<file path="src/rtl/fp32_div_seq_pkg.sv">
// Shared constants, FSM state encoding and operand class type for the FP32 divider.
// Latency: none (declarations only).
// Backpressure: not applicable.
package fp32_div_seq_pkg;

  localparam int FP_EXP_W  = 8;
  localparam int FP_MAN_W  = 23;
  localparam int FP_QBITS  = FP_MAN_W + 3;
  localparam int FP_DATA_W = 1 + FP_EXP_W + FP_MAN_W;
  localparam int FP_FLAG_W = 5;
  localparam int BIAS      = 127;

  localparam logic [FP_DATA_W-1:0] QNAN = 32'h7FC0_0000;
  localparam logic [FP_DATA_W-1:0] PINF = 32'h7F80_0000;

  // Bit positions inside the {NV, DZ, OF, UF, NX} flag vector
  localparam int FLAG_NV = 4;
  localparam int FLAG_DZ = 3;
  localparam int FLAG_OF = 2;
  localparam int FLAG_UF = 1;
  localparam int FLAG_NX = 0;

  typedef enum logic [1:0] {
    ST_IDLE,
    ST_DIV,
    ST_ROUND,
    ST_DONE
  } state_t;

  typedef struct packed {
    logic is_zero;
    logic is_inf;
    logic is_nan;
  } fp_class_t;

  // Signed infinity / signed zero encodings used by special and range-limit results
  function automatic logic [FP_DATA_W-1:0] signed_inf(input logic s);
    return {s, PINF[FP_DATA_W-2:0]};
  endfunction

  function automatic logic [FP_DATA_W-1:0] signed_zero(input logic s);
    return {s, {(FP_DATA_W-1){1'b0}}};
  endfunction

endpackage

</file>
<file path="src/rtl/fp32_div_seq_if.sv">
// Operand/result handshake bundle for the FP32 divider.
// Latency: none (wires only).
// Backpressure: in_ready throttles the producer, out_ready throttles the divider.
interface fp32_div_seq_if;
  import fp32_div_seq_pkg::*;

  logic                 in_valid;
  logic                 in_ready;
  logic [FP_DATA_W-1:0] in1;
  logic [FP_DATA_W-1:0] in2;
  logic                 out_valid;
  logic                 out_ready;
  logic [FP_DATA_W-1:0] out;
  logic [FP_FLAG_W-1:0] flags;

  // Producer/consumer side (drives operands, accepts results)
  modport master (
    output in_valid, in1, in2, out_ready,
    input  in_ready, out_valid, out, flags
  );

  // Divider side
  modport slave (
    input  in_valid, in1, in2, out_ready,
    output in_ready, out_valid, out, flags
  );

endinterface

</file>
<file path="src/rtl/fp32_div_seq_classify.sv">
// Unpacks one FP32 operand into sign/exponent/mantissa-with-hidden-bit and its class.
// Latency: combinational.
// Backpressure: not applicable; subnormals are flushed to signed zero here.
module fp32_classify
  import fp32_div_seq_pkg::*;
#(
  parameter int EXP_W = FP_EXP_W,
  parameter int MAN_W = FP_MAN_W
) (
  input  logic [EXP_W+MAN_W:0] x,
  output logic                 sign,
  output logic [EXP_W-1:0]     expn,
  output logic [MAN_W:0]       mant,
  output fp_class_t            cls
);

  logic [MAN_W-1:0] frac;

  assign frac = x[MAN_W-1:0];

  // Decode fields; a zero exponent (zero or subnormal) becomes a clean signed zero
  always_comb begin
    sign = x[EXP_W+MAN_W];
    expn = x[EXP_W+MAN_W-1:MAN_W];
    mant = {1'b1, frac};
    cls  = '0;
    if (expn == '0) begin
      cls.is_zero = 1'b1;
      mant        = '0;
    end else if (expn == '1) begin
      cls.is_inf = (frac == '0);
      cls.is_nan = (frac != '0);
    end
  end

endmodule

</file>
<file path="src/rtl/fp32_div_seq.sv">
// Iterative FP32 divider (restoring, one quotient bit per clock), out = in1 / in2, RNE rounding.
// Latency: 27 clocks accept-to-out_valid for normal operands, 1 for special operands.
// Backpressure: one op in flight; in_ready only in IDLE, result held until out_ready.
module fp32_div_seq
  import fp32_div_seq_pkg::*;
#(
  parameter int EXP_W = FP_EXP_W,
  parameter int MAN_W = FP_MAN_W,
  parameter int QBITS = MAN_W + 3
) (
  input logic           clk,
  input logic           rst,
  fp32_div_seq_if.slave bus
);

  localparam int W     = 1 + EXP_W + MAN_W;
  localparam int REM_W = MAN_W + 2;
  localparam int E_W   = EXP_W + 2;
  localparam int CNT_W = $clog2(QBITS);

  localparam logic signed [E_W-1:0] E_ONE  = E_W'(1);
  localparam logic signed [E_W-1:0] E_ZERO = '0;
  localparam logic signed [E_W-1:0] E_BIAS = E_W'(BIAS);
  localparam logic signed [E_W-1:0] E_MAX  = E_W'((1 << EXP_W) - 1);
  localparam logic [CNT_W-1:0]      CNT_LAST = CNT_W'(QBITS - 1);

  // Operand decode
  logic             a_sign, b_sign;
  logic [EXP_W-1:0] a_exp, b_exp;
  logic [MAN_W:0]   a_mant, b_mant;
  fp_class_t        a_cls, b_cls;

  fp32_classify #(.EXP_W(EXP_W), .MAN_W(MAN_W)) u_cls_a (
    .x    (bus.in1),
    .sign (a_sign),
    .expn (a_exp),
    .mant (a_mant),
    .cls  (a_cls)
  );

  fp32_classify #(.EXP_W(EXP_W), .MAN_W(MAN_W)) u_cls_b (
    .x    (bus.in2),
    .sign (b_sign),
    .expn (b_exp),
    .mant (b_mant),
    .cls  (b_cls)
  );

  // State and datapath registers
  state_t                state_q, state_nxt;
  logic                  sign_q;
  logic signed [E_W-1:0] exp_q;
  logic [REM_W-1:0]      rem_q;
  logic [MAN_W:0]        div_q;
  logic [QBITS-1:0]      q_q;
  logic [CNT_W-1:0]      cnt_q;
  logic [W-1:0]          out_q;
  logic [FP_FLAG_W-1:0]  flags_q;
  logic                  out_valid_q;

  // FSM strobes
  logic accept, div_step, round_load, retire;

  // Special-case decode
  logic                 res_sign;
  logic                 spec_hit;
  logic [W-1:0]         spec_res;
  logic [FP_FLAG_W-1:0] spec_flags;
  logic signed [E_W-1:0] exp_init;

  // Divide step
  logic             rem_ge;
  logic [REM_W-1:0] rem_sub, rem_step;

  // Rounding
  logic [MAN_W:0]        rnd_mant, fin_mant;
  logic [MAN_W+1:0]      mant_sum;
  logic                  rnd_g, rnd_s, rnd_inc;
  logic signed [E_W-1:0] rnd_exp, fin_exp;
  logic [W-1:0]          rnd_res;
  logic [FP_FLAG_W-1:0]  rnd_flags;

  assign res_sign = a_sign ^ b_sign;
  assign exp_init = $signed({2'b00, a_exp}) - $signed({2'b00, b_exp}) + E_BIAS;

  assign bus.in_ready  = (state_q == ST_IDLE) && !rst;
  assign bus.out_valid = out_valid_q;
  assign bus.out       = out_q;
  assign bus.flags     = flags_q;

  // Resolve operand combinations that bypass the iterative divider
  always_comb begin
    spec_hit   = 1'b1;
    spec_res   = '0;
    spec_flags = '0;
    if (a_cls.is_nan || b_cls.is_nan ||
        (a_cls.is_zero && b_cls.is_zero) || (a_cls.is_inf && b_cls.is_inf)) begin
      spec_res            = QNAN;
      spec_flags[FLAG_NV] = 1'b1;
    end else if (a_cls.is_inf) begin
      // inf over anything finite, including zero, is an exact infinity
      spec_res = signed_inf(res_sign);
    end else if (b_cls.is_zero) begin
      spec_res            = signed_inf(res_sign);
      spec_flags[FLAG_DZ] = 1'b1;
    end else if (b_cls.is_inf || a_cls.is_zero) begin
      spec_res = signed_zero(res_sign);
    end else begin
      spec_hit = 1'b0;
    end
  end

  // Restoring step: remainder stays below twice the divisor, so REM_W bits never overflow
  always_comb begin
    rem_ge   = rem_q >= {1'b0, div_q};
    rem_sub  = rem_ge ? (rem_q - {1'b0, div_q}) : rem_q;
    rem_step = {rem_sub[REM_W-2:0], 1'b0};
  end

  // Normalise the quotient, round to nearest even and apply range limits
  always_comb begin
    if (q_q[QBITS-1]) begin
      rnd_mant = q_q[QBITS-1:2];
      rnd_g    = q_q[1];
      rnd_s    = q_q[0] | (|rem_q);
      rnd_exp  = exp_q;
    end else begin
      rnd_mant = q_q[QBITS-2:1];
      rnd_g    = q_q[0];
      rnd_s    = |rem_q;
      rnd_exp  = exp_q - E_ONE;
    end
    rnd_inc  = rnd_g & (rnd_s | rnd_mant[0]);
    mant_sum = {1'b0, rnd_mant} + {{(MAN_W+1){1'b0}}, rnd_inc};
    if (mant_sum[MAN_W+1]) begin
      fin_mant = mant_sum[MAN_W+1:1];
      fin_exp  = rnd_exp + E_ONE;
    end else begin
      fin_mant = mant_sum[MAN_W:0];
      fin_exp  = rnd_exp;
    end
    rnd_flags = '0;
    if (fin_exp >= E_MAX) begin
      rnd_res            = signed_inf(sign_q);
      rnd_flags[FLAG_OF] = 1'b1;
      rnd_flags[FLAG_NX] = 1'b1;
    end else if (fin_exp <= E_ZERO) begin
      rnd_res            = signed_zero(sign_q);
      rnd_flags[FLAG_UF] = 1'b1;
      rnd_flags[FLAG_NX] = 1'b1;
    end else begin
      rnd_res            = {sign_q, fin_exp[EXP_W-1:0], fin_mant[MAN_W-1:0]};
      rnd_flags[FLAG_NX] = rnd_g | rnd_s;
    end
  end

  // State register
  always_ff @(posedge clk) begin
    if (rst) begin
      state_q <= ST_IDLE;
    end else begin
      state_q <= state_nxt;
    end
  end

  // Next-state and per-state strobes
  always_comb begin
    state_nxt  = state_q;
    accept     = 1'b0;
    div_step   = 1'b0;
    round_load = 1'b0;
    retire     = 1'b0;
    case (state_q)
      ST_IDLE: begin
        if (bus.in_valid && bus.in_ready) begin
          accept    = 1'b1;
          state_nxt = spec_hit ? ST_DONE : ST_DIV;
        end
      end
      ST_DIV: begin
        div_step = 1'b1;
        if (cnt_q == CNT_LAST) begin
          state_nxt = ST_ROUND;
        end
      end
      ST_ROUND: begin
        round_load = 1'b1;
        state_nxt  = ST_DONE;
      end
      ST_DONE: begin
        if (bus.out_ready) begin
          retire    = 1'b1;
          state_nxt = ST_IDLE;
        end
      end
      default: state_nxt = ST_IDLE;
    endcase
  end

  // Datapath: operand capture, quotient iteration and result registers
  always_ff @(posedge clk) begin
    if (rst) begin
      sign_q      <= 1'b0;
      exp_q       <= '0;
      rem_q       <= '0;
      div_q       <= '0;
      q_q         <= '0;
      cnt_q       <= '0;
      out_q       <= '0;
      flags_q     <= '0;
      out_valid_q <= 1'b0;
    end else begin
      if (accept) begin
        sign_q <= res_sign;
        exp_q  <= exp_init;
        rem_q  <= {1'b0, a_mant};
        div_q  <= b_mant;
        q_q    <= '0;
        cnt_q  <= '0;
        if (spec_hit) begin
          out_q       <= spec_res;
          flags_q     <= spec_flags;
          out_valid_q <= 1'b1;
        end
      end
      if (div_step) begin
        rem_q <= rem_step;
        q_q   <= {q_q[QBITS-2:0], rem_ge};
        cnt_q <= cnt_q + 1'b1;
      end
      if (round_load) begin
        out_q       <= rnd_res;
        flags_q     <= rnd_flags;
        out_valid_q <= 1'b1;
      end
      if (retire) begin
        out_valid_q <= 1'b0;
      end
    end
  end

endmodule
</file>
<file path="src/flat_wrapper.sv">
// flat-port wrapper written by rule: the top's interface ports become plain ports
module fp32_div_seq_flat import fp32_div_seq_pkg::*;
#(
  parameter int EXP_W = FP_EXP_W,
  parameter int MAN_W = FP_MAN_W,
  parameter int QBITS = MAN_W + 3
)
  (clk, rst, bus_in_valid, bus_in1, bus_in2, bus_out_ready, bus_in_ready, bus_out_valid, bus_out, bus_flags);
  fp32_div_seq_if bus_i ();
  input logic clk;
  input logic rst;
  input wire logic [$bits(bus_i.in_valid)-1:0] bus_in_valid;
  input wire logic [$bits(bus_i.in1)-1:0] bus_in1;
  input wire logic [$bits(bus_i.in2)-1:0] bus_in2;
  input wire logic [$bits(bus_i.out_ready)-1:0] bus_out_ready;
  output wire logic [$bits(bus_i.in_ready)-1:0] bus_in_ready;
  output wire logic [$bits(bus_i.out_valid)-1:0] bus_out_valid;
  output wire logic [$bits(bus_i.out)-1:0] bus_out;
  output wire logic [$bits(bus_i.flags)-1:0] bus_flags;
  assign bus_i.in_valid = bus_in_valid;
  assign bus_i.in1 = bus_in1;
  assign bus_i.in2 = bus_in2;
  assign bus_i.out_ready = bus_out_ready;
  assign bus_in_ready = bus_i.in_ready;
  assign bus_out_valid = bus_i.out_valid;
  assign bus_out = bus_i.out;
  assign bus_flags = bus_i.flags;
  fp32_div_seq #(.EXP_W(EXP_W), .MAN_W(MAN_W), .QBITS(QBITS)) u_core (.clk(clk), .rst(rst), .bus(bus_i));
endmodule
</file>
<file path="config.mk">
export PLATFORM = sky130hd
export DESIGN_NAME = fp32_div_seq_flat
export DESIGN_NICKNAME = d
export VERILOG_FILES = /design/src/rtl/fp32_div_seq_pkg.sv /design/src/rtl/fp32_div_seq_if.sv /design/src/rtl/fp32_div_seq_classify.sv /design/src/rtl/fp32_div_seq.sv /design/src/flat_wrapper.sv
export SDC_FILE = /design/constraint.sdc
export NUM_CORES = 1
export LEC_CHECK = 0
export ABC_AREA = 0
export BUFFER_PORTS_ARGS = -buffer_cell sky130_fd_sc_hd__buf_2
export CAP_MARGIN = 20
export CORE_ASPECT_RATIO = 1.5
export CORE_MARGIN = 2
export CORE_UTILIZATION = 25
export DETAILED_ROUTE_END_ITERATION = 6
export SYNTH_ARGS = -nofsm -noshare
export SYNTH_HDL_FRONTEND = slang
export SYNTH_SLANG_ARGS = --single-unit
</file>
<file path="constraint.sdc">
create_clock -name clk -period 5.35 [get_ports clk]
set_input_delay 0.535 -clock clk [delete_from_list [all_inputs] [get_ports clk]]
set_output_delay 0.535 -clock clk [all_outputs]
set_load 0.02 [all_outputs]
</file>
==> results of run 1 <==
-- cell usage after synthesis, types with 9 or more instances --
cell,instances
sky130_fd_sc_hd__buf_1,10
sky130_fd_sc_hd__nor4_1,25
sky130_fd_sc_hd__a211oi_1,23
sky130_fd_sc_hd__inv_1,64
sky130_fd_sc_hd__and3_1,9
sky130_fd_sc_hd__xnor2_1,33
sky130_fd_sc_hd__nand3b_1,10
sky130_fd_sc_hd__nor2b_1,12
sky130_fd_sc_hd__nor3_1,38
sky130_fd_sc_hd__a21boi_0,9
sky130_fd_sc_hd__o21ai_0,59
sky130_fd_sc_hd__a21oi_1,107
sky130_fd_sc_hd__a21o_1,17
sky130_fd_sc_hd__xor2_1,18
sky130_fd_sc_hd__clkbuf_1,52
sky130_fd_sc_hd__nor2_1,132
sky130_fd_sc_hd__ha_1,43
sky130_fd_sc_hd__nand2b_1,14
sky130_fd_sc_hd__o22ai_1,12
sky130_fd_sc_hd__nand4_1,17
sky130_fd_sc_hd__nand2_1,121
sky130_fd_sc_hd__a22oi_1,23
sky130_fd_sc_hd__mux2i_1,21
sky130_fd_sc_hd__nand3_1,42
sky130_fd_sc_hd__a31oi_1,14
sky130_fd_sc_hd__dfxtp_1,131
sky130_fd_sc_hd__a32o_1,9
-- registers in the layout, indices dropped and copies added (netlist names) --
signal / flops
u_core.sign_q: 1
u_core.bus.out_valid: 1
u_core.cnt_q: 5
u_core.div_q: 24
u_core.q_q: 26
u_core.exp_q: 10
u_core.rem_q: 25
u_core.state_q: 2
u_core.bus.out: 32
u_core.bus.flags: 5
-- critical path, cell delays in order (launching register included) --
cell                        delay, ps
sky130_fd_sc_hd__dfxtp_2          580
sky130_fd_sc_hd__buf_4            480
sky130_fd_sc_hd__nand2_1          180
sky130_fd_sc_hd__a2111oi_2        550
sky130_fd_sc_hd__nand4_1          420
sky130_fd_sc_hd__nor4_1           470
sky130_fd_sc_hd__nor4_1           120
sky130_fd_sc_hd__a41o_1           250
sky130_fd_sc_hd__nor3_2           720
sky130_fd_sc_hd__a32o_1           270
-- final cells by class --
| type | instances | share of cell area (%) |
|---|---|---|
| clock inverters | 11 | 1.47 |
| multi-input cells | 927 | 55.3 |
| diodes | 1 | 0.0239 |
| repair buffers | 116 | 5.99 |
| clock buffers | 20 | 4.26 |
| inverters | 64 | 2.29 |
| flip-flops and latches | 131 | 25.0 |
| well taps | 478 | 5.70 |
-- power by group through the flow --
stage	Clock (uW)	Sequential, uW	Combinational, uW
floorplan	0	1260	2380
global placement	0	1300	3050
detailed placement	0	1300	3070
CTS	1250	1280	3090
global route	1300	1310	3430
finish	1220	1280	3100
-- worst min-delay path by stage --
| stage | slack, ps | cells after the start | to |
|---|---|---|---|
| finish | 360 | 3 | u_core.div_q[15] |
| global route | 350 | 3 | u_core.div_q[15] |
| CTS | 320 | 2 | u_core.bus.out_valid |
| detailed placement | 440 | 2 | u_core.bus.out[12] |
| global placement | 440 | 2 | u_core.bus.out[2] |
| floorplan | 430 | 2 | u_core.div_q[10] |
-- routing by layer --
layer / up-vias / wire length (um) / track usage (%)
li1: 4445 / - / -
met1: 4188 / 11600 / 17.5
met2: 243 / 14900 / 27.7
met3: 46 / 1330 / 2.85
met4: 0 / 666 / 5.51
met5: - / 0 / 0
-- cells by family after synthesis --
kind of cell / count (synthesis)
xor+xnor: 51
mux: 29
flops: 131
fa+ha+maj: 45
simple gates: 467
compound gates: 335
buf+inv: 138
-- per-stage QoR --
step	std cells	util, %	total power (uW)	worst slack, ps
floorplan	1196	-	3640	1000
CTS	1746	29.4	5620	1290
global placement	1715	27.7	4350	1310
global route	1747	29.4	6040	817
detailed placement	1715	27.7	4370	1320
finish	1748	29.4	5610	1250
==> out/qor_table.md, run 1 <==
| Item | Value |
| --- | --- |
| Proportion of synthesized area in mux cells | 3.35% |
| Combined area of the multi-input logic cells | 0.00580 sq mm |
| Proportion of netlist area held by the largest area contributor | 29.2% |
| Number of fill cells in the layout | 3873 |
| Worst setup endpoint | u_core.bus.out[19] |
| Number of sinks driven by the clock tree | 131 |
| First-pass GRT wire length | 45200 um |
| Type of the tightest min-delay check | input port to flop |
| Fmax | 244 MHz |
| Switching power as a share of total power | 45.1% |
| Area of all placed cells without fillers | 0.0105 sq mm |
| Routed wire length per instance | 16.3 um |
| Beginning of the critical path | u_core.q_q[25] |
| Number of flops mapped to enable cells by yosys | 0 |
| Vias in the first global route | 8453 |
| Number of optimization iterations in the first detailed-route pass | 6 |
| DIE HEIGHT | 236 um |
| Number of nets in the layout | 1370 |
| Hold buffer count at CTS | 0 |
| Number of clock buffers inserted by TritonCTS | 17 |
| Unique masters post-synth | 76 |
| Register area | 0.00262 sq mm |
| Setup repair after global routing missed its margin | no |
| Worst relative slew slack | 31.5% |
| Number of vias per cell after detailed routing | 5.10 |
| Relative contribution of combinational cells to total power | 55.3% |
| Worst clock skew on the final layout | 14.6 ps |
| Data required time of the worst path | 5720 ps |
| Time the final worst path needs with I/O delays and setup | 4100 ps |
| Primary flip-flop cell chosen by synthesis mapping | sky130_fd_sc_hd__dfxtp_1 |
| Internal power consumption | 3080 uW |
| Start point of the worst min-delay path | bus_in2[15] |
| Maximum number of pins on one net before global-route repair | 97 |
| Worst Reg2Reg Path Length in Cells | 9 |
| Net count of the mapped netlist | 1309 |
| Number of design-rule violations left by the first detailed-router iteration | 608 |
| Top cell type by total area after synthesis | sky130_fd_sc_hd__dfxtp_1 |
| Portion of total power attributed to sequential cells | 22.9% |
| Max capacitance violation total | 0 |
| Post-CTS setup-driven buffer insertion count | 0 |
| Synth Area per Inst | 7.50 sq um |
| Number of max-slew violations in the final report | 0 |
| Setup slack, reg-to-reg | 1250 ps |
| Switching pwr | 2530 uW |
| CTS H-Tree Depth | 4 |
| Die area | 0.0374 sq mm |
| Share of synthesized flip-flops with an asynchronous set or reset | 0% |
| Setup Crit Path Kind | flop to flop |
| Period utilization | 76.7% |
| Number of cells produced by synthesis | 1196 |
| Commonest non-fill, non-tap cells in the layout | sky130_fd_sc_hd__nor2_1, sky130_fd_sc_hd__dfxtp_1, sky130_fd_sc_hd__nand2_1 |
| Complex-gate fraction of the synthesized area | 24.3% |
| XOR/XNOR Fraction of Synth Area | 4.98% |
| Worst reg2reg startpoint | u_core.q_q[25] |
| I/O pin cnt | 107 |
| Final-layout setup total negative slack | 0 ps |
| Routability congestion estimate | 0.908 |
| Top cells by area, synth | sky130_fd_sc_hd__dfxtp_1, sky130_fd_sc_hd__ha_1, sky130_fd_sc_hd__a21oi_1 |
| Overall fraction of global-route tracks in use | 15.3% |
| Adder-cell share of the synthesized area | 6.45% |
| Critical path fanouts, max | 44 |
| Overall via count from detail_route | 8922 |
| Slew at the pin closest to its max-slew limit | 1030 ps |
| Relative contribution of the clock network to total power | 21.8% |
| Number of antenna violations at the first check in global routing | 1 |
| Placeable core region | 0.0356 sq mm |
| Number of gates resized after CTS | 0 |
| Combinational family with the most area after synthesis | simple AND/OR/NAND/NOR gates |
| Buffers on Ports | 106 |
| Critical Path AT | 4480 ps |
| Final Hold Fails | 0 |
| Layout cells sized above 1 | 13.6% |
| Hold Worst Slack | 356 ps |
| Flop and latch count out of synthesis | 131 |
| Category of the worst setup path launch point | flop |
| Clock-pin transition on the worst setup and hold timing paths | 60 ps |
| Placed inst area | 0.00986 sq mm |
| Die Width | 159 um |
| Synthesis-to-layout area growth | 17.0% |
| Part of the Yosys area used for sequential elements | 29.2% |
| Post-route antenna net violation count | 0 |
| Max clock buf depth | 2 |
| Post-detailed-routing wire length | 28500 um |
| Category of the worst setup path capture point | flop |
| Leakage | 0.00401 uW |
| Detailed placement HPWL | 21500 um |
| Total setup violations reported at the end of the flow | 0 |
| Skew-Pair Late Insertion Delay | 440 ps |
| Worst IR Drop VDD | 310 uV |
| Power per standard cell area | 535 mW/mm^2 |
| Most common cell after layout, fill and taps aside | sky130_fd_sc_hd__nor2_1 |
| Synthesis Warnings | 0 |
| Outcome | finished, final reports clean |
| Effective utilization at floorplan | 25.2% |
| Total standard cell area after synthesis | 0.00897 sq mm |
| Root Driver | sky130_fd_sc_hd__clkbuf_16 |
| TritonCTS clock tree | built |
| Number of placement rows | 85 |
| DRC violations left | 0 |
| Remaining Overflow, GRT | 0 |
| Fraction of the mapped netlist area in simple logic gates | 25.5% |
| End of the worst register-to-register path | u_core.bus.out[19] |
(Power assumes the default switching activity.)
==> inputs of run 2 (changes only) <==
--- a/config.mk
+++ b/config.mk
@@ -5,7 +5,7 @@
 export SDC_FILE = /design/constraint.sdc
 export NUM_CORES = 1
 export LEC_CHECK = 0
-export ABC_AREA = 0
+export ABC_AREA = 1
 export BUFFER_PORTS_ARGS = -buffer_cell sky130_fd_sc_hd__buf_2
 export CAP_MARGIN = 20
 export CORE_ASPECT_RATIO = 1.5
==> constraint.sdc (replaced) <==
create_clock -name clk -period 4.2 [get_ports clk]
set_input_delay 0.42 -clock clk [delete_from_list [all_inputs] [get_ports clk]]
set_output_delay 0.42 -clock clk [all_outputs]
set_load 0.02 [all_outputs]
==> run 2 against run 1 <==
Net effect:
- cell area is 4.0% higher
- sequential power is 25% higher
- register-to-register slack worse by 420 ps
- via count is 11% higher
- largest cell class unchanged
- hold slack worse by 170 ps
- critical path type unchanged
- combinational power is 18% higher
- sequential cell count stayed put
- first-iteration DRC count is 13% lower
- fmax is 22% higher
- largest power group unchanged
- wire length is 3.9% higher
- core utilization is 0.21 points higher
==> out/qor_table.md, run 2 <==
| Item | Value |
| --- | --- |
| Family of cells with the greatest summed delay on the critical path | simple AND/OR/NAND/NOR gates |
| Category of the worst setup path capture point | flop |
| Unique masters post-synth | 46 |
| Master of the slowest instance on the critical path | sky130_fd_sc_hd__xor2_2 |
| Number of placement rows | 86 |
| Slew at the pin closest to its max-slew limit | 986 ps |
| Type of the tightest min-delay check | input port to flop |
| Critical Path AT | 3640 ps |
| CTS H-Tree Depth | 4 |
| Period utilization | 80.4% |
| Number of sinks driven by the clock tree | 131 |
| First-pass GRT wire length | 47600 um |
| Setup repair after global routing missed its margin | no |
| Skew-Pair Late Insertion Delay | 430 ps |
| Share of synthesized flip-flops with an asynchronous set or reset | 0% |
| Non-Filler Instances | 2081 |
| Data required time of the worst path | 4470 ps |
| Relative contribution of combinational cells to total power | 53.3% |
| Power per standard cell area | 627 mW/mm^2 |
| Cell repeated most along the worst path | sky130_fd_sc_hd__nand2_1 |
| Overall Power | 6840 uW |
| Number of design-rule violations left by the first detailed-router iteration | 526 |
| Outcome | finished, final reports clean |
| Overall via count from detail_route | 9932 |
| Top cells by area, synth | sky130_fd_sc_hd__dfxtp_1, sky130_fd_sc_hd__nand2_1, sky130_fd_sc_hd__inv_1 |
| Detailed placement HPWL | 23000 um |
| Portion of total power attributed to sequential cells | 23.3% |
| Post-detailed-routing wire length | 29600 um |
| Clock-pin transition on the worst setup and hold timing paths | 60 ps |
| Worst-case setup margin in the final layout | 823 ps |
| DIE HEIGHT | 241 um |
| Buf+Inv Stages, Crit Path | 2 |
| Fmax | 296 MHz |
| Layout cells sized above 1 | 12.2% |
| Met2 track utilization from global routing | 29.5% |
| Post-Place Setup Slack | 840 ps |
| Cells after DPL | 2048 |
| TritonCTS clock tree | built |
| Buffers on Ports | 106 |
| DRC violations left | 0 |
| Number of antenna violations at the first check in global routing | 1 |
| Core occupancy in the finished layout | 29.7% |
| Net count of the mapped netlist | 1617 |
| Met1 track demand over resource | 15.6% |
| Worst relative slew slack | 34.3% |
| Leakage | 0.00484 uW |
| Die Width | 162 um |
| Switching pwr | 3260 uW |
| Remaining Overflow, GRT | 0 |
| Flop and latch count out of synthesis | 131 |
| Root Driver | sky130_fd_sc_hd__clkbuf_16 |
| Layer carrying the most global-route usage | met2 |
| Number of nets in the layout | 1696 |
| Number of vias per cell after detailed routing | 4.77 |
| Vias in the first global route | 9626 |
| Critical path fanouts, max | 25 |
| Category of the worst setup path launch point | flop |
| Worst clock skew on the final layout | 12.9 ps |
| GR met3 Demand/Resource | 2.06% |
| Internal power consumption | 3580 uW |
| Maximum number of pins on one net before global-route repair | 88 |
| Number of cells produced by synthesis | 1504 |
| Cell types with the highest counts after synthesis | sky130_fd_sc_hd__nand2_1, sky130_fd_sc_hd__inv_1, sky130_fd_sc_hd__a21oi_1 |
| Proportion of netlist area held by the largest area contributor | 28.0% |
| Routed wire length per instance | 14.2 um |
| Placeable core region | 0.0368 sq mm |
| Post-CTS setup-driven buffer insertion count | 0 |
| Number of clock buffers inserted by TritonCTS | 17 |
| Max capacitance violation total | 0 |
| Switching power as a share of total power | 47.7% |
| Top cell type by total area after synthesis | sky130_fd_sc_hd__dfxtp_1 |
| Primary flip-flop cell chosen by synthesis mapping | sky130_fd_sc_hd__dfxtp_1 |
| Final Hold Fails | 0 |
| Total setup violations reported at the end of the flow | 0 |
| Number of gates resized after CTS | 0 |
| I/O pin cnt | 107 |
| Number of flops mapped to enable cells by yosys | 0 |
| Time the final worst path needs with I/O delays and setup | 3380 ps |
| Part of the Yosys area used for sequential elements | 28.0% |
| Number of optimization iterations in the first detailed-route pass | 5 |
| Final-layout setup total negative slack | 0 ps |
| Most common cell after layout, fill and taps aside | sky130_fd_sc_hd__nand2_1 |
| Number of fill cells in the layout | 4138 |
| Effective utilization at floorplan | 25.5% |
| Number of max-slew violations in the final report | 0 |
| Routability congestion estimate | 0.910 |
| Max clock buf depth | 2 |
| Total standard cell area after synthesis | 0.00937 sq mm |
| Most used standard cell by instance count after synthesis | sky130_fd_sc_hd__nand2_1 |
| Overall fraction of global-route tracks in use | 15.3% |
| Crit-path cells | inv_4, nand2_1, o21ai_1, nand2_1, inv_1, ha_1, nand2_1, nor2_2, nand3_2, nor3_4, nand4_1, xor2_2, nand2_2, nand3_1, a21oi_1 |
| Commonest non-fill, non-tap cells in the layout | sky130_fd_sc_hd__nand2_1, sky130_fd_sc_hd__inv_1, sky130_fd_sc_hd__a21oi_1 |
| Die area | 0.0391 sq mm |
| Hold buffer count at CTS | 0 |
| Largest register FFs | 32 |
| Synthesis-to-layout area growth | 16.5% |
| Worst IR Drop VDD | 419 uV |
| Setup Crit Path Kind | flop to flop |
| Crit-path max cell delay | 420 ps |
| Post-route antenna net violation count | 0 |
| Synth Area per Inst | 6.23 sq um |
| Synthesis Warnings | 0 |
| Relative contribution of the clock network to total power | 23.3% |
-- run 2: cell types whose count changed in the layout (fill, tap and decap cells not counted), sizes merged, moves of 13 or more --
cell    change
a21oi      +41
a22oi      -23
inv       +152
xnor2      -20
a211oi     -23
nor4       -13
o21ai      +41
nand2b     -14
mux2i      -21
nor3       -27
nand3      +43
nor2       +20
nand2     +275
a21o       -14
-- run 2: kinds of logic (layout without fill, tap and decap cells) --
| family | count (synthesis) | after routing | synth area share [%] |
|---|---|---|---|
| other cells | 0 | 1 | 0 |
| simple gates | 697 | 697 | 31.5 |
| buf+inv | 272 | 364 | 11.9 |
| fa+ha+maj | 45 | 45 | 6.17 |
| xor+xnor | 38 | 38 | 3.63 |
| flops | 131 | 131 | 28.0 |
| compound gates | 321 | 321 | 18.8 |
-- run 2: power by group through the flow --
| stage | Clock [uW] | Sequential [uW] | Combinational [uW] |
|---|---|---|---|
| after floorplan | 0 | 1610 | 2790 |
| after global placement | 0 | 1620 | 3630 |
| after detailed placement | 0 | 1620 | 3630 |
| after CTS | 1620 | 1590 | 3650 |
| after global routing | 1670 | 1620 | 4120 |
| final | 1600 | 1600 | 3650 |
-- run 2: path summary, 6_finish.rpt --
kind / cells past startpoint / slack (ps) / endpoint / startpoint
worst max-delay path: 15 / 820 / u_core.bus.out[0] / u_core.q_q[25]
worst min-delay path: 2 / 190 / u_core.bus.out_valid / bus_out_ready
worst max register to register: 15 / 820 / u_core.bus.out[0] / u_core.q_q[25]
worst min register to register: 2 / 460 / u_core.bus.out[4] / u_core.bus.out[4]
-- run 2: cell type report --
type | count | area (sq um) | area share (%)
repair buffers | 119 | 631 | 5.78
diodes | 1 | 2.50 | 0.0229
multi-input cells | 1101 | 5630 | 51.6
clock buffers | 17 | 425 | 3.90
flip-flops and latches | 131 | 2620 | 24.0
inverters | 213 | 802 | 7.35
clock inverters | 15 | 195 | 1.79
well taps | 484 | 606 | 5.55
-- run 2: stage by stage --
| stage | hold WS [ps] | instance area (sq um) |
|---|---|---|
| floorplan | 445 | 9370 |
| global placement | 453 | 10300 |
| detailed placement | 453 | 10300 |
| CTS | 177 | 10900 |
| global route | 187 | 10900 |
| finish | 190 | 10900 |
-- run 2: metal layers --
layer / vias up / part of all wire [%] / wire length [um]
met5: - / 0 / 0
met4: 0 / 5.2 / 1550
met3: 76 / 3.5 / 1040
met2: 238 / 54 / 15800
met1: 4562 / 38 / 11200
li1: 5056 / - / -
==> inputs of run 3 (changes only) <==
--- a/config.mk
+++ b/config.mk
@@ -5,7 +5,7 @@
 export SDC_FILE = /design/constraint.sdc
 export NUM_CORES = 1
 export LEC_CHECK = 0
-export ABC_AREA = 1
+export ABC_AREA = 0
 export BUFFER_PORTS_ARGS = -buffer_cell sky130_fd_sc_hd__buf_2
 export CAP_MARGIN = 20
 export CORE_ASPECT_RATIO = 1.5
==> constraint.sdc (replaced) <==
create_clock -name clk -period 3.35 [get_ports clk]
set_input_delay 0.335 -clock clk [delete_from_list [all_inputs] [get_ports clk]]
set_output_delay 0.335 -clock clk [all_outputs]
set_load 0.02 [all_outputs]
==> run 3 against run 2 <==
Net effect:
- the run now ends with DRC left
- final cell count shrank 13%
- wire length shrank 1.9%
- die area shrank 4.2%
- combinational power grew 52%
==> out/qor_table.md, run 3 (same netlist as run 1, synthesis figures left out) <==
| Item | Value |
| --- | --- |
| Cells after DPL | 1775 |
| Number of sinks driven by the clock tree | 131 |
| Area of all placed cells without fillers | 0.0111 sq mm |
| Portion of total power attributed to sequential cells | 22.0% |
| Buffers on Ports | 106 |
| First-pass GRT wire length | 46000 um |
| Remaining Overflow, GRT | 0 |
| Number of vias per cell after detailed routing | 5.05 |
| Internal power consumption | 5100 uW |
| Switching power as a share of total power | 45.1% |
| Outcome | finished, violations left |
| Post-detailed-routing wire length | 29000 um |
| Slew at the pin closest to its max-slew limit | 956 ps |
| Maximum number of pins on one net before global-route repair | 88 |
| Critical path fanouts, max | 18 |
| Post-Place Setup Slack | -148 ps |
| Max clock buf depth | 2 |
| Total setup violations reported at the end of the flow | 0 |
| Overall Power | 9280 uW |
| Post-route antenna net violation count | 0 |
| Layout cells sized above 1 | 19.0% |
| Largest register FFs | 32 |
| DRC violations left | 1 |
| Hold Worst Slack | 168 ps |
| Worst relative slew slack | 36.2% |
| Category of the worst setup path launch point | flop |
| Number of clock buffers inserted by TritonCTS | 17 |
| Placeable core region | 0.0356 sq mm |
| Number of antenna violations at the first check in global routing | 1 |
| Relative contribution of combinational cells to total power | 59.8% |
| Hold buffer count at CTS | 0 |
| Fmax | 312 MHz |
| Worst IR Drop VDD | 597 uV |
| Number of max-slew violations in the final report | 0 |
| I/O pin cnt | 107 |
| Type of the tightest min-delay check | input port to flop |
| Skew-Pair Late Insertion Delay | 430 ps |
| Overall via count from detail_route | 9163 |
| TritonCTS clock tree | built |
| Die area | 0.0374 sq mm |
| Max capacitance violation total | 0 |
| Worst clock skew on the final layout | 10.6 ps |
| Placed inst area | 0.0104 sq mm |
| Commonest non-fill, non-tap cells in the layout | sky130_fd_sc_hd__nor2_1, sky130_fd_sc_hd__dfxtp_1, sky130_fd_sc_hd__nand2_1 |
| Setup slack, reg-to-reg | 140 ps |
| Relative contribution of the clock network to total power | 18.2% |
| Number of optimization iterations in the first detailed-route pass | 7 |
| Routability congestion estimate | 0.915 |
| Failing checks | DRC |
| Routed wire length per instance | 16.0 um |
| Clock-pin transition on the worst setup and hold timing paths | 60 ps |
| Synthesis-to-layout area growth | 23.4% |
| Setup Crit Path Kind | flop to flop |
| Non-Filler Instances | 1813 |
| CTS H-Tree Depth | 4 |
| Effective utilization at floorplan | 25.2% |
| Final Hold Fails | 0 |
| Number of nets in the layout | 1435 |
| Number of placement rows | 85 |
| Overall fraction of global-route tracks in use | 15.4% |
| Switching pwr | 4190 uW |
| Root Driver | sky130_fd_sc_hd__clkbuf_16 |
| Category of the worst setup path capture point | flop |
| DIE HEIGHT | 236 um |
| Critical Path AT | 3530 ps |
| Setup repair after global routing missed its margin | yes |
| Vias in the first global route | 8846 |
| Power per standard cell area | 839 mW/mm^2 |
| Number of design-rule violations left by the first detailed-router iteration | 622 |
| Worst-case setup margin in the final layout | 145 ps |
| Most common cell after layout, fill and taps aside | sky130_fd_sc_hd__nor2_1 |
| Time the final worst path needs with I/O delays and setup | 3210 ps |
| Detailed placement HPWL | 22000 um |
| Leakage | 0.00435 uW |
| Data required time of the worst path | 3670 ps |
| Period utilization | 95.7% |
| Die Width | 159 um |
==> run 3: repair_timing <==
action	4_1_cts	5_1_grt
resized for setup	3	17
setup buffers	1	4
pin swaps	1	9
gates cloned	0	1
endpoints found under the setup margin	21	55
==> run 3: area by class of cell <==
type	count	area (sq um)
Fill cell	3843	24600
Clock buffer	19	433
Clock inverter	12	86.3
Timing Repair Buffer	181	1170
Multi-Input combinational cell	927	5910
Inverter	64	240
Sequential cell	131	2630
Antenna cell	1	2.50
Tap cell	478	598
==> run 3: power by group through the flow <==
stage	combinational (uW)	sequential [uW]	clock, uW
floorplan	3810	2010	0
global placement	5220	2060	0
CTS	5340	2030	1730
detailed placement	5280	2060	0
global route	6120	2070	1800
finish	5550	2040	1690
==> run 3: path summary, 6_finish.rpt <==
| check | startpoint | to | depth (start not counted) |
|---|---|---|---|
| hold / removal | bus_in2[14] | u_core.div_q[14] | 3 |
| hold reg to reg | u_core.bus.out[4] | u_core.bus.out[4] | 2 |
| setup / recovery | u_core.q_q[25] | u_core.bus.out[15] | 14 |
| setup reg to reg | u_core.q_q[25] | u_core.bus.out[15] | 14 |
==> run 3: stage by stage <==
stage               util [%]  TNS [ps]
global route            31.1      -134
floorplan                  -     -2090
finish                  31.1         0
CTS                     30.7         0
global placement        29.1      -969
detailed placement      29.1     -1550
==> run 3: routing by layer <==
metal,up-vias,track usage [%],wire (um)
li1,4577,-,-
met1,4283,18.0,11900
met2,240,27.5,14900
met3,63,2.43,1190
met4,0,6.50,1030
met5,-,0,0
==> run 3: critical path, stage by stage (launching register included) <==
cell                        delay, ps
sky130_fd_sc_hd__dfxtp_4          430
sky130_fd_sc_hd__buf_12           170
sky130_fd_sc_hd__buf_4            200
sky130_fd_sc_hd__mux2_2           360
sky130_fd_sc_hd__and4_1           200
sky130_fd_sc_hd__nand4_1          120
sky130_fd_sc_hd__buf_6            130
sky130_fd_sc_hd__buf_4            100
sky130_fd_sc_hd__o21a_1           130
sky130_fd_sc_hd__nor2_1            60
sky130_fd_sc_hd__or4_4            530
sky130_fd_sc_hd__nor3_4           170
sky130_fd_sc_hd__nor3_4            90
sky130_fd_sc_hd__clkbuf_16        190
sky130_fd_sc_hd__a32o_1           200
